## src/rtl/exec_pkg.sv

```systemverilog
// Shared definitions for the integer execution unit: widths, op encodings,
// issue-packet and forwarding-bus field offsets, and the queued result record.
package exec_pkg;

    localparam int DATA_W  = 16;
    localparam int ROB_W   = 6;
    localparam int MUL_LAT = 3;
    localparam int QDEPTH  = 4;

    // Issue packet layout {op, rob, valA, valB}
    localparam int OPER_W  = 42;
    localparam int OP_HI   = 41;
    localparam int OP_LO   = 38;
    localparam int ROB_HI  = 37;
    localparam int ROB_LO  = 32;
    localparam int VALA_HI = 31;
    localparam int VALA_LO = 16;
    localparam int VALB_HI = 15;
    localparam int VALB_LO = 0;

    // Forwarding bus layout {valid, rob, value}
    localparam int FWD_W      = 23;
    localparam int FWD_VALID  = 22;
    localparam int FWD_ROB_HI = 21;
    localparam int FWD_ROB_LO = 16;

    typedef enum logic [3:0] {
        ALU_ADD  = 4'd0,
        ALU_SUB  = 4'd1,
        ALU_AND  = 4'd2,
        ALU_OR   = 4'd3,
        ALU_XOR  = 4'd4,
        ALU_SLL  = 4'd5,
        ALU_SRL  = 4'd6,
        ALU_SRA  = 4'd7,
        ALU_SLT  = 4'd8,
        ALU_SLTU = 4'd9,
        ALU_MUL  = 4'd10,
        ALU_MULH = 4'd11
    } alu_op_e;

    typedef struct packed {
        logic [ROB_W-1:0]  rob;
        logic [DATA_W-1:0] value;
    } result_t;

endpackage

```

## src/rtl/mul_pipe.sv

```systemverilog
// Pipelined 16x16 unsigned multiplier. Two register stages live here
// (operands, then full product); the hi/lo select is combinational so the
// owner's forwarding register acts as the third stage.
module mul_pipe
    import exec_pkg::*;
(
    input  logic              clk,
    input  logic              clear,
    input  logic              in_valid,
    input  logic              in_hi,
    input  logic [ROB_W-1:0]  in_rob,
    input  logic [DATA_W-1:0] in_a,
    input  logic [DATA_W-1:0] in_b,
    output logic              out_valid,
    output logic [ROB_W-1:0]  out_rob,
    output logic [DATA_W-1:0] out_value
);

    logic                v1, v2;
    logic                hi1, hi2;
    logic [ROB_W-1:0]    rob1, rob2;
    logic [DATA_W-1:0]   a1, b1;
    logic [2*DATA_W-1:0] prod2;

    // Stage valids, cleared synchronously by reset or flush
    always_ff @(posedge clk) begin
        if (clear) begin
            v1 <= 1'b0;
            v2 <= 1'b0;
        end else begin
            v1 <= in_valid;
            v2 <= v1;
        end
    end

    // Data and sideband path; contents are meaningless while the valid is low
    always_ff @(posedge clk) begin
        hi1   <= in_hi;
        rob1  <= in_rob;
        a1    <= in_a;
        b1    <= in_b;
        hi2   <= hi1;
        rob2  <= rob1;
        prod2 <= (2*DATA_W)'(a1) * (2*DATA_W)'(b1);
    end

    assign out_valid = v2;
    assign out_rob   = rob2;
    assign out_value = hi2 ? prod2[2*DATA_W-1:DATA_W] : prod2[DATA_W-1:0];

endmodule

```

## src/rtl/alu_exec_unit.sv

```systemverilog
// Integer execution unit: single-cycle ALU, pipelined multiplier, and a small
// skid FIFO that serialises completions onto one registered forwarding bus.
module alu_exec_unit
    import exec_pkg::*;
(
    input  logic              clk,
    input  logic              rst_n,
    input  logic              flush,
    input  logic              inValid,
    input  logic [OPER_W-1:0] inOperation,
    output logic [FWD_W-1:0]  forwardOut,
    output logic              queueOverflow
);

    localparam int PTR_W = $clog2(QDEPTH);
    localparam int CNT_W = $clog2(QDEPTH + 1);

    logic [3:0]        op;
    logic [ROB_W-1:0]  rob;
    logic [DATA_W-1:0] val_a, val_b;
    logic [3:0]        shamt;
    logic              issue, is_mul;
    logic [DATA_W-1:0] alu_value;
    logic              short_valid;
    result_t           short_res;

    logic              mul_valid;
    logic [ROB_W-1:0]  mul_rob;
    logic [DATA_W-1:0] mul_value;

    result_t           mem [QDEPTH];
    logic [PTR_W-1:0]  rd_ptr, wr_ptr;
    logic [CNT_W-1:0]  count;
    result_t           head;

    logic              out_valid, pop, push, wr_en, ovf_set;
    result_t           out_res;
    logic [FWD_W-1:0]  fwd_q;
    logic              ovf_q;

    assign op     = inOperation[OP_HI:OP_LO];
    assign rob    = inOperation[ROB_HI:ROB_LO];
    assign val_a  = inOperation[VALA_HI:VALA_LO];
    assign val_b  = inOperation[VALB_HI:VALB_LO];
    assign shamt  = val_b[3:0];
    assign issue  = inValid && rst_n && !flush;
    assign is_mul = (op == ALU_MUL) || (op == ALU_MULH);

    // Single-cycle ALU; undefined op codes yield zero
    always_comb begin
        alu_value = '0;
        case (op)
            ALU_ADD:  alu_value = val_a + val_b;
            ALU_SUB:  alu_value = val_a - val_b;
            ALU_AND:  alu_value = val_a & val_b;
            ALU_OR:   alu_value = val_a | val_b;
            ALU_XOR:  alu_value = val_a ^ val_b;
            ALU_SLL:  alu_value = val_a << shamt;
            ALU_SRL:  alu_value = val_a >> shamt;
            ALU_SRA:  alu_value = $signed(val_a) >>> shamt;
            ALU_SLT:  alu_value = {{(DATA_W-1){1'b0}}, ($signed(val_a) < $signed(val_b))};
            ALU_SLTU: alu_value = {{(DATA_W-1){1'b0}}, (val_a < val_b)};
            default:  alu_value = '0;
        endcase
    end

    assign short_valid     = issue && !is_mul;
    assign short_res.rob   = rob;
    assign short_res.value = alu_value;

    mul_pipe u_mul (
        .clk       (clk),
        .clear     (!rst_n || flush),
        .in_valid  (issue && is_mul),
        .in_hi     (op == ALU_MULH),
        .in_rob    (rob),
        .in_a      (val_a),
        .in_b      (val_b),
        .out_valid (mul_valid),
        .out_rob   (mul_rob),
        .out_value (mul_value)
    );

    assign head = mem[rd_ptr];

    // Output arbitration. With a 3-cycle multiplier, anything still queued when
    // a MUL completes was issued after it, so a completing MUL is always the
    // oldest candidate and a fresh short op is always the youngest; fixed
    // priority MUL > queue head > short op therefore preserves issue order.
    always_comb begin
        out_valid = 1'b0;
        out_res   = '0;
        pop       = 1'b0;
        push      = 1'b0;
        if (mul_valid) begin
            out_valid     = 1'b1;
            out_res.rob   = mul_rob;
            out_res.value = mul_value;
            push          = short_valid;
        end else if (count != '0) begin
            out_valid = 1'b1;
            out_res   = head;
            pop       = 1'b1;
            push      = short_valid;
        end else if (short_valid) begin
            out_valid = 1'b1;
            out_res   = short_res;
        end
        wr_en   = push && ((count != CNT_W'(QDEPTH)) || pop);
        ovf_set = push && !wr_en;
    end

    // Queue storage; stale entries are harmless because count gates reads
    always_ff @(posedge clk) begin
        if (wr_en) mem[wr_ptr] <= short_res;
    end

    // Queue pointers, forwarding register and sticky overflow flag
    always_ff @(posedge clk) begin
        if (!rst_n) begin
            rd_ptr <= '0;
            wr_ptr <= '0;
            count  <= '0;
            fwd_q  <= '0;
            ovf_q  <= 1'b0;
        end else if (flush) begin
            rd_ptr <= '0;
            wr_ptr <= '0;
            count  <= '0;
            fwd_q  <= '0;
        end else begin
            if (wr_en) wr_ptr <= wr_ptr + PTR_W'(1);
            if (pop)   rd_ptr <= rd_ptr + PTR_W'(1);
            count <= count + CNT_W'(wr_en) - CNT_W'(pop);
            fwd_q <= out_valid ? {1'b1, out_res.rob, out_res.value} : '0;
            if (ovf_set) ovf_q <= 1'b1;
        end
    end

    assign forwardOut    = fwd_q;
    assign queueOverflow = ovf_q;

endmodule

```

## config.mk

```make
export PLATFORM = sky130hd
export DESIGN_NAME = alu_exec_unit
export DESIGN_NICKNAME = d
export VERILOG_FILES = /design/src/rtl/exec_pkg.sv /design/src/rtl/mul_pipe.sv /design/src/rtl/alu_exec_unit.sv
export SDC_FILE = /design/constraint.sdc
export NUM_CORES = 1
export LEC_CHECK = 0
export ABC_AREA = 1
export BUFFER_PORTS_ARGS = -buffer_cell sky130_fd_sc_hd__buf_2
export CAP_MARGIN = 25
export CORE_AREA = 3 3 213 215
export CTS_BUF_LIST = sky130_fd_sc_hd__clkbuf_8
export CTS_CLUSTER_SIZE = 20
export DETAILED_ROUTE_END_ITERATION = 8
export DIE_AREA = 0 0 216 218
export HOLD_SLACK_MARGIN = 0.12
export PLACE_DENSITY_LB_ADDON = 0.05
export SYNTH_ARGS = -nofsm -noshare
export SYNTH_HDL_FRONTEND = slang
export SYNTH_SLANG_ARGS = --single-unit
export TNS_END_PERCENT = 10
```

## constraint.sdc

```tcl
create_clock -name clk -period 7.68 [get_ports clk]
set_input_delay 0 -clock clk [delete_from_list [all_inputs] [get_ports clk]]
set_output_delay 0 -clock clk [all_outputs]
set_load 0.005 [all_outputs]
```

==> results of run 1 <==
Yosys cell counts, types with 2 or more instances:
| cell | n | area share |
|---|---|---|
| o21ai_1 | 6 | 0.0015 |
| nand4_1 | 26 | 0.0083 |
| nand2_1 | 671 | 0.13 |
| nor2_1 | 194 | 0.037 |
| o22ai_1 | 29 | 0.0093 |
| fa_1 | 197 | 0.20 |
| xor2_1 | 21 | 0.0094 |
| o221ai_1 | 2 | 0.00090 |
| dfxtp_1 | 113 | 0.12 |
| or2_1 | 2 | 0.00064 |
| edfxtp_1 | 88 | 0.14 |
| inv_1 | 490 | 0.094 |
| nor2_2 | 4 | 0.0013 |
| nand2_2 | 3 | 0.00096 |
| clkbuf_1 | 87 | 0.017 |
| buf_1 | 5 | 0.00096 |
| buf_6 | 2 | 0.0012 |
| inv_2 | 9 | 0.0017 |
| ha_1 | 159 | 0.10 |
| a21oi_1 | 113 | 0.029 |
| and2_1 | 8 | 0.0026 |
| a21o_1 | 2 | 0.00077 |
| o21bai_1 | 6 | 0.0023 |
| nor3_1 | 14 | 0.0036 |
| buf_4 | 4 | 0.0015 |
| o211ai_1 | 4 | 0.0015 |
| nand3_1 | 184 | 0.047 |
| o21a_1 | 5 | 0.0019 |
| xnor2_1 | 9 | 0.0040 |
| nor2_4 | 2 | 0.0012 |
| o2111ai_1 | 2 | 0.00090 |
| o21ai_0 | 103 | 0.026 |
| buf_2 | 21 | 0.0054 |
cells by family (layout without fill, tap and decap cells):
group / Yosys count / in the layout
AND/OR/NAND/NOR: 1113 / 1113
flip-flops: 201 / 201
XOR/XNOR: 30 / 30
adder cells (fa/ha/maj): 356 / 356
buffers and inverters: 621 / 698
AO/OA/AOI/OAI: 276 / 276
layer usage:
metal | up-vias | global-route usage | share of wire
met5 | - | 0 | 0.00011
met4 | 2 | 0.0694 | 0.026
li1 | 8129 | - | -
met1 | 8127 | 0.373 | 0.46
met2 | 551 | 0.426 | 0.45
met3 | 106 | 0.0337 | 0.066
final cells by class:
| type | count | area share |
|---|---|---|
| Sequential cell | 201 | 0.227 |
| Multi-Input combinational cell | 1775 | 0.570 |
| Inverter | 501 | 0.0873 |
| Clock inverter | 21 | 0.00778 |
| Tap cell | 592 | 0.0344 |
| Clock buffer | 43 | 0.0274 |
| Timing Repair Buffer | 133 | 0.0458 |
registers in the layout, summed over array words and instances (netlist names), 2 cells and up, named ones only:
| register | cells |
|---|---|
| u_mul.a1 | 16 |
| u_mul.prod2 | 32 |
| u_mul.rob1 | 6 |
| u_mul.b1 | 16 |
| count | 3 |
| u_mul.out_rob | 6 |
| rd_ptr | 2 |
| wr_ptr | 2 |
| mem | 88 |
| forwardOut | 23 |
through the flow:
| step | total power, mW | worst slack, ns |
|---|---|---|
| after global routing | 9.09 | 1.16 |
| after global placement | 7.18 | 1.67 |
| after CTS | 8.25 | 1.57 |
| after floorplan | 5.39 | 2.32 |
| final | 8.19 | 1.56 |
| after detailed placement | 7.14 | 1.62 |
power by group through the flow:
stage                     Clock [mW]  Sequential, mW  Combinational, mW
after floorplan                    0            1.39               4.00
after global placement             0            1.45               5.73
after global routing            1.13            1.44               6.52
after CTS                       1.08            1.43               5.75
final                           1.05            1.43               5.71
after detailed placement           0            1.45               5.69
path summary, 6_finish.rpt:
| check | from | slack [ns] | to | cells past startpoint |
|---|---|---|---|---|
| worst max register to register | u_mul.a1[7]$_DFF_P_ | 1.56 | u_mul.prod2[19]$_DFF_P_ | 20 |
| worst max-delay path | u_mul.a1[7]$_DFF_P_ | 1.56 | u_mul.prod2[19]$_DFF_P_ | 20 |
| worst min-delay path | inOperation[10] | 0.16 | u_mul.b1[10]$_DFF_P_ | 2 |
| worst min register to register | u_mul.rob1[4]$_DFF_P_ | 0.32 | u_mul.out_rob[4]$_DFF_P_ | 0 |
==> impl_results.md, run 1 <==
- Status: finished, final reports clean
- Worst Path Max Fanout: 16
- Crit-path cells: nand2_1 -> fa_1 -> inv_1 -> fa_1 -> inv_1 -> fa_1 -> inv_1 -> fa_1 -> fa_1 -> inv_1 -> fa_1 -> inv_1 -> ha_1 -> nand2_1 -> nor2_1 -> nand2_1 -> o21ai_1 -> nand2_1 -> nand2_1 -> xor2_1
- Initial core utilization: 0.445
- Leakage power: 11.4 nW
- Seq pwr share: 0.175
- Placed cell area: 0.0203 mm^2
- Setup_tns: 0 ns
- Slowest stage delay, CP: 0.97 ns
- Core area: 0.0439 mm^2
- Iteration-0 DRC Markers: 1,237
- Chip width: 216 um
- Die area: 0.0471 mm^2
- TritonCTS clock tree: built
- First-pass GRT wire length: 96.2 mm
- Post-CTS Resized: 0
- Number of global-route vias before repair: 16,981
- DRT Pass-1 Iters: 5
- Setup repair after global routing missed its margin: false
- Element type at the critical path end: flip-flop
- Maximum vdd drop: 0.425 mV
- Synth Area in Adders: 0.303
- Worst clock skew: 0.0233 ns
- Commonest non-fill, non-tap cell in the layout: nand2_1
- Finish-stage setup viols: 0
- Hold Path Class: in2reg
- Setup bufs post-CTS: 0
- Clock-pin slew on the worst setup and hold paths: 0.07 ns
- Final Util: 0.491
- CP startpoint kind: flip-flop
- Peak Freq: 163 MHz
- Area taken by flip-flops and latches: 0.00490 mm^2
- Routed wire length: 61.0 mm
- Via count: 16,915
- DPL Wire Length: 45.8 mm
- P&R area growth vs syn: 10.3%
- Post-Syn Area: 0.0196 mm^2
- Avg Inst Size Synth: 7.53 um^2
- Root Buffer: clkbuf_8
- Post-Layout Cell Count: 3,266
- Die H: 218 um
- Post-synthesis xor/xnor area fraction: 0.0134
- Ys async rst share: 0
- Largest family of logic cells by synthesized area: adder cells
- Predominant post-synthesis flop cell: dfxtp_1
- Distinct cell type count after synthesis: 45
- Critical path class: reg2reg
- Max clock buf depth: 3
- Via density: 5.18
- Sw Pwr: 4.24 mW
- # H-tree levels: 2
- Site Rows: 77
- Sink Count: 201
- Cells after Synth: 2,597
- Net Sw Frac: 0.518
- Maxcap violations: 0
- Worst-Margin Slew: 0.992 ns
- Clock share of power: 0.128
- Post-route cell area: 0.0216 mm^2
- Fillers: 4,454
- P per Cell Area: 380 mW/mm^2
- Overflow after GRT: 0
- Sequential fraction of the synthesis area: 0.251
- GRT Util Overall: 0.263
- Gpl congestion: 0.941
- Routed Antenna Nets: 0
- Part of the cycle the worst path needs: 0.797
- Hold_buf cts: 49
- Largest net degree at the start of global routing: 45
- Initial antenna violation count: 1
- I/O Buffers: 69
- Worst skew pair latency: 0.55 ns
- Layout cell share with drive strength beyond 1: 0.0632
- Io pins: 70
- Synth Net Count: 2,999
- CP bufs+invs: 5
- Pint: 3.94 mW
- Multiplexer area fraction after synthesis: 0
- Fin nets: 3,049
- DRC viols: 0
- Combinational power share: 0.697
- Final count of hold timing violations: 0
- Placed insts: 3,151
- Most numerous cell on the critical path: fa_1
- Simple-Gate Fraction of Synth Area: 0.234
- WP data required: 8.10 ns
- Fin crit period: 6.12 ns
- Number of synthesized flops with an enable pin: 88
- Compound-Gate Fraction of Synth Area: 0.0760
- CP arrival: 6.54 ns
- Most frequent cells in the layout: nand2_1, inv_1, fa_1
- Diodes inserted: 0
- Wirelength per Cell: 18.7 um
- Slew headroom: 0.337
- Worst hold slack: 0.163 ns
- Worst path top cell family by delay: adder cells
- Syn. warnings: 0
- Flops & latches, synth: 201
- Final Max Slew Viols: 0
- CTS buffer count: 35
- Multi-input gate area: 0.0123 mm^2
- Slowest cell on crit path: dfxtp_1
No activity file was read; power rests on OpenSTA's default activity.
==> run 2: changes to the inputs <==
==> constraint.sdc (replaced) <==
create_clock -name clk -period 6.17 [get_ports clk]
set_input_delay 0 -clock clk [delete_from_list [all_inputs] [get_ports clk]]
set_output_delay 0 -clock clk [all_outputs]
set_load 0.005 [all_outputs]
==> run 2 against run 1 <==
- utilization is 0.48 points higher
- non-clock buffer count is 31 higher
- clock power up 22%
- combinational power rose by 21%
- global-route usage up 0.16 points
- worst setup slack got worse by 1.1 ns
- flip-flop and latch count unchanged
- first-iteration DRC count grew 28%
- die area did not move
- highest routed layer unchanged
==> impl_results.md, run 2 (synthesis results as in run 1) <==
- Status: finished, final reports clean
- Critical path depth in cells: 21
- Finish-stage setup viols: 0
- Most numerous cell on the critical path: fa_1
- Maximum vdd drop: 0.577 mV
- Fin crit period: 5.74 ns
- Sink Count: 201
- Overflow after GRT: 0
- Final count of hold timing violations: 0
- Die area: 0.0471 mm^2
- CP startpoint kind: flip-flop
- Hold Path Class: in2reg
- # H-tree levels: 2
- Crit-path cells: buf_4 -> nand2_1 -> inv_1 -> fa_1 -> inv_1 -> fa_1 -> fa_1 -> inv_1 -> fa_1 -> fa_1 -> inv_1 -> fa_1 -> inv_1 -> ha_1 -> nand2_1 -> nor2_1 -> nand2_1 -> o21ai_1 -> nand4_1 -> nand2_1 -> xor2_1
- Setup_tns: 0 ns
- Critical path class: reg2reg
- Commonest non-fill, non-tap cell in the layout: nand2_1
- Worst skew pair latency: 0.57 ns
- Leakage power: 11.5 nW
- Site Rows: 77
- Clock-pin slew on the worst setup and hold paths: 0.07 ns
- Maxcap violations: 0
- Final Max Slew Viols: 0
- Wirelength per Cell: 18.6 um
- Largest net degree at the start of global routing: 45
- DRT Pass-1 Iters: 6
- Reg2reg setup slack: 0.43 ns
- Peak Freq: 174 MHz
- Root Buffer: clkbuf_8
- Iteration-0 DRC Markers: 1,585
- DPL Wire Length: 47.2 mm
- Setup bufs post-CTS: 0
- GRT Util Overall: 0.264
- Worst reg2reg path depth: 21
- Die H: 218 um
- TritonCTS clock tree: built
- Fillers: 4,452
- Gpl congestion: 0.954
- Number of flip-flops in the largest register: 88
- I/O Buffers: 69
- Slowest stage delay, CP: 0.60 ns
- Number of global-route vias before repair: 17,110
- Min setup slack post-route: 0.431 ns
- Worst-Margin Slew: 1.06 ns
- Via density: 5.18
- Most frequent cells in the layout: nand2_1, inv_1, fa_1
- P&R area growth vs syn: 11.4%
- WP data required: 6.63 ns
- Initial core utilization: 0.445
- Element type at the critical path end: flip-flop
- Layout cell share with drive strength beyond 1: 0.0720
- CP bufs+invs: 6
- Io pins: 70
- Setup repair after global routing missed its margin: false
- Hold Path Cell Cnt: 2
- Worst path top cell family by delay: adder cells
- Routed wire length: 61.4 mm
- Routed Antenna Nets: 0
- Worst Path Max Fanout: 9
- CP arrival: 6.20 ns
- Max clock buf depth: 3
- Chip width: 216 um
- CTS buffer count: 37
- Via count: 17,113
- Initial antenna violation count: 1
- Slew headroom: 0.291
- First-pass GRT wire length: 96.3 mm
- Core area: 0.0439 mm^2
- P per Cell Area: 458 mW/mm^2
- Slowest cell on crit path: dfxtp_1
- DP Worst Slack: 0.299 ns
- Worst clock skew: 0.0340 ns
- Largest Register: mem
- DRC viols: 0
- Fin nets: 3,082
- Part of the cycle the worst path needs: 0.930
## run 2: cell types whose count changed in the layout (fill, tap and decap cells not counted), moves of 4 or more
cell and change:
dfxtp_2 +9, clkbuf_8 -4, buf_4 +23, dlygate4sd3_1 +10, dfxtp_1 -9, inv_1 +4, clkinv_1 +4
## run 2: report_power, final
part / internal, mW / switching, mW / leakage (nW)
sequential: 1.66 / 0.103 / 1.74
combinational: 2.49 / 4.43 / 9.34
clock: 0.685 / 0.597 / 0.417
## run 2: worst reg2reg max path, stage by stage, from the launching register on
cell     delay [ns]
dfxtp_1        0.60
buf_4          0.27
nand2_1        0.07
inv_1          0.08
fa_1           0.41
inv_1          0.08
fa_1           0.43
fa_1           0.52
inv_1          0.06
fa_1           0.49
fa_1           0.50
inv_1          0.05
fa_1           0.47
inv_1          0.04
ha_1           0.37
nand2_1        0.12
nor2_1         0.14
nand2_1        0.07
o21ai_1        0.36
nand4_1        0.20
nand2_1        0.13
xor2_1         0.19
## run 2: final cells by class
| type | instances | area, um^2 | area share |
|---|---|---|---|
| Multi-Input combinational cell | 1775 | 12300 | 0.564 |
| Sequential cell | 201 | 4920 | 0.226 |
| Inverter | 501 | 1880 | 0.0865 |
| Timing Repair Buffer | 164 | 1210 | 0.0554 |
| Tap cell | 592 | 741 | 0.0340 |
| Clock buffer | 39 | 537 | 0.0247 |
| Clock inverter | 29 | 208 | 0.00954 |
| Antenna cell | 1 | 2.50 | 0.000115 |
## run 2: final timing paths
check | startpoint | endpoint
max | u_mul.b1[5]$_DFF_P_ | u_mul.prod2[31]$_DFF_P_
max reg2reg | u_mul.b1[5]$_DFF_P_ | u_mul.prod2[31]$_DFF_P_
min reg2reg | u_mul.rob1[1]$_DFF_P_ | u_mul.out_rob[1]$_DFF_P_
min | inOperation[37] | u_mul.rob1[5]$_DFF_P_
## run 2: stage by stage
stage / instance area [um^2] / util / hold slack (ns) / power, mW / instances
after floorplan: 19600 / - / 0.0277 / 6.71 / 2597
after global placement: 20400 / 0.465 / 0.172 / 8.76 / 3174
after detailed placement: 20400 / 0.465 / 0.177 / 8.69 / 3174
after CTS: 21800 / 0.495 / 0.129 / 10.1 / 3301
after global routing: 21800 / 0.496 / 0.149 / 11.1 / 3301
final: 21800 / 0.496 / 0.179 / 9.97 / 3302
## run 2: metal layers
layer | vias to the layer above | global-route usage | part of all wire
met4 | 2 | 0.0779 | 0.028
met5 | - | 0 | 0.00011
met3 | 95 | 0.0465 | 0.071
li1 | 8184 | - | -
met2 | 595 | 0.425 | 0.45
met1 | 8237 | 0.367 | 0.45
## run 2: repair_timing
action                     in CTS  in global routing
setup endpoints to repair       0                  6
gates resized for setup         0                  9
hold endpoints to repair       82                  0
hold buffers                   59                  0
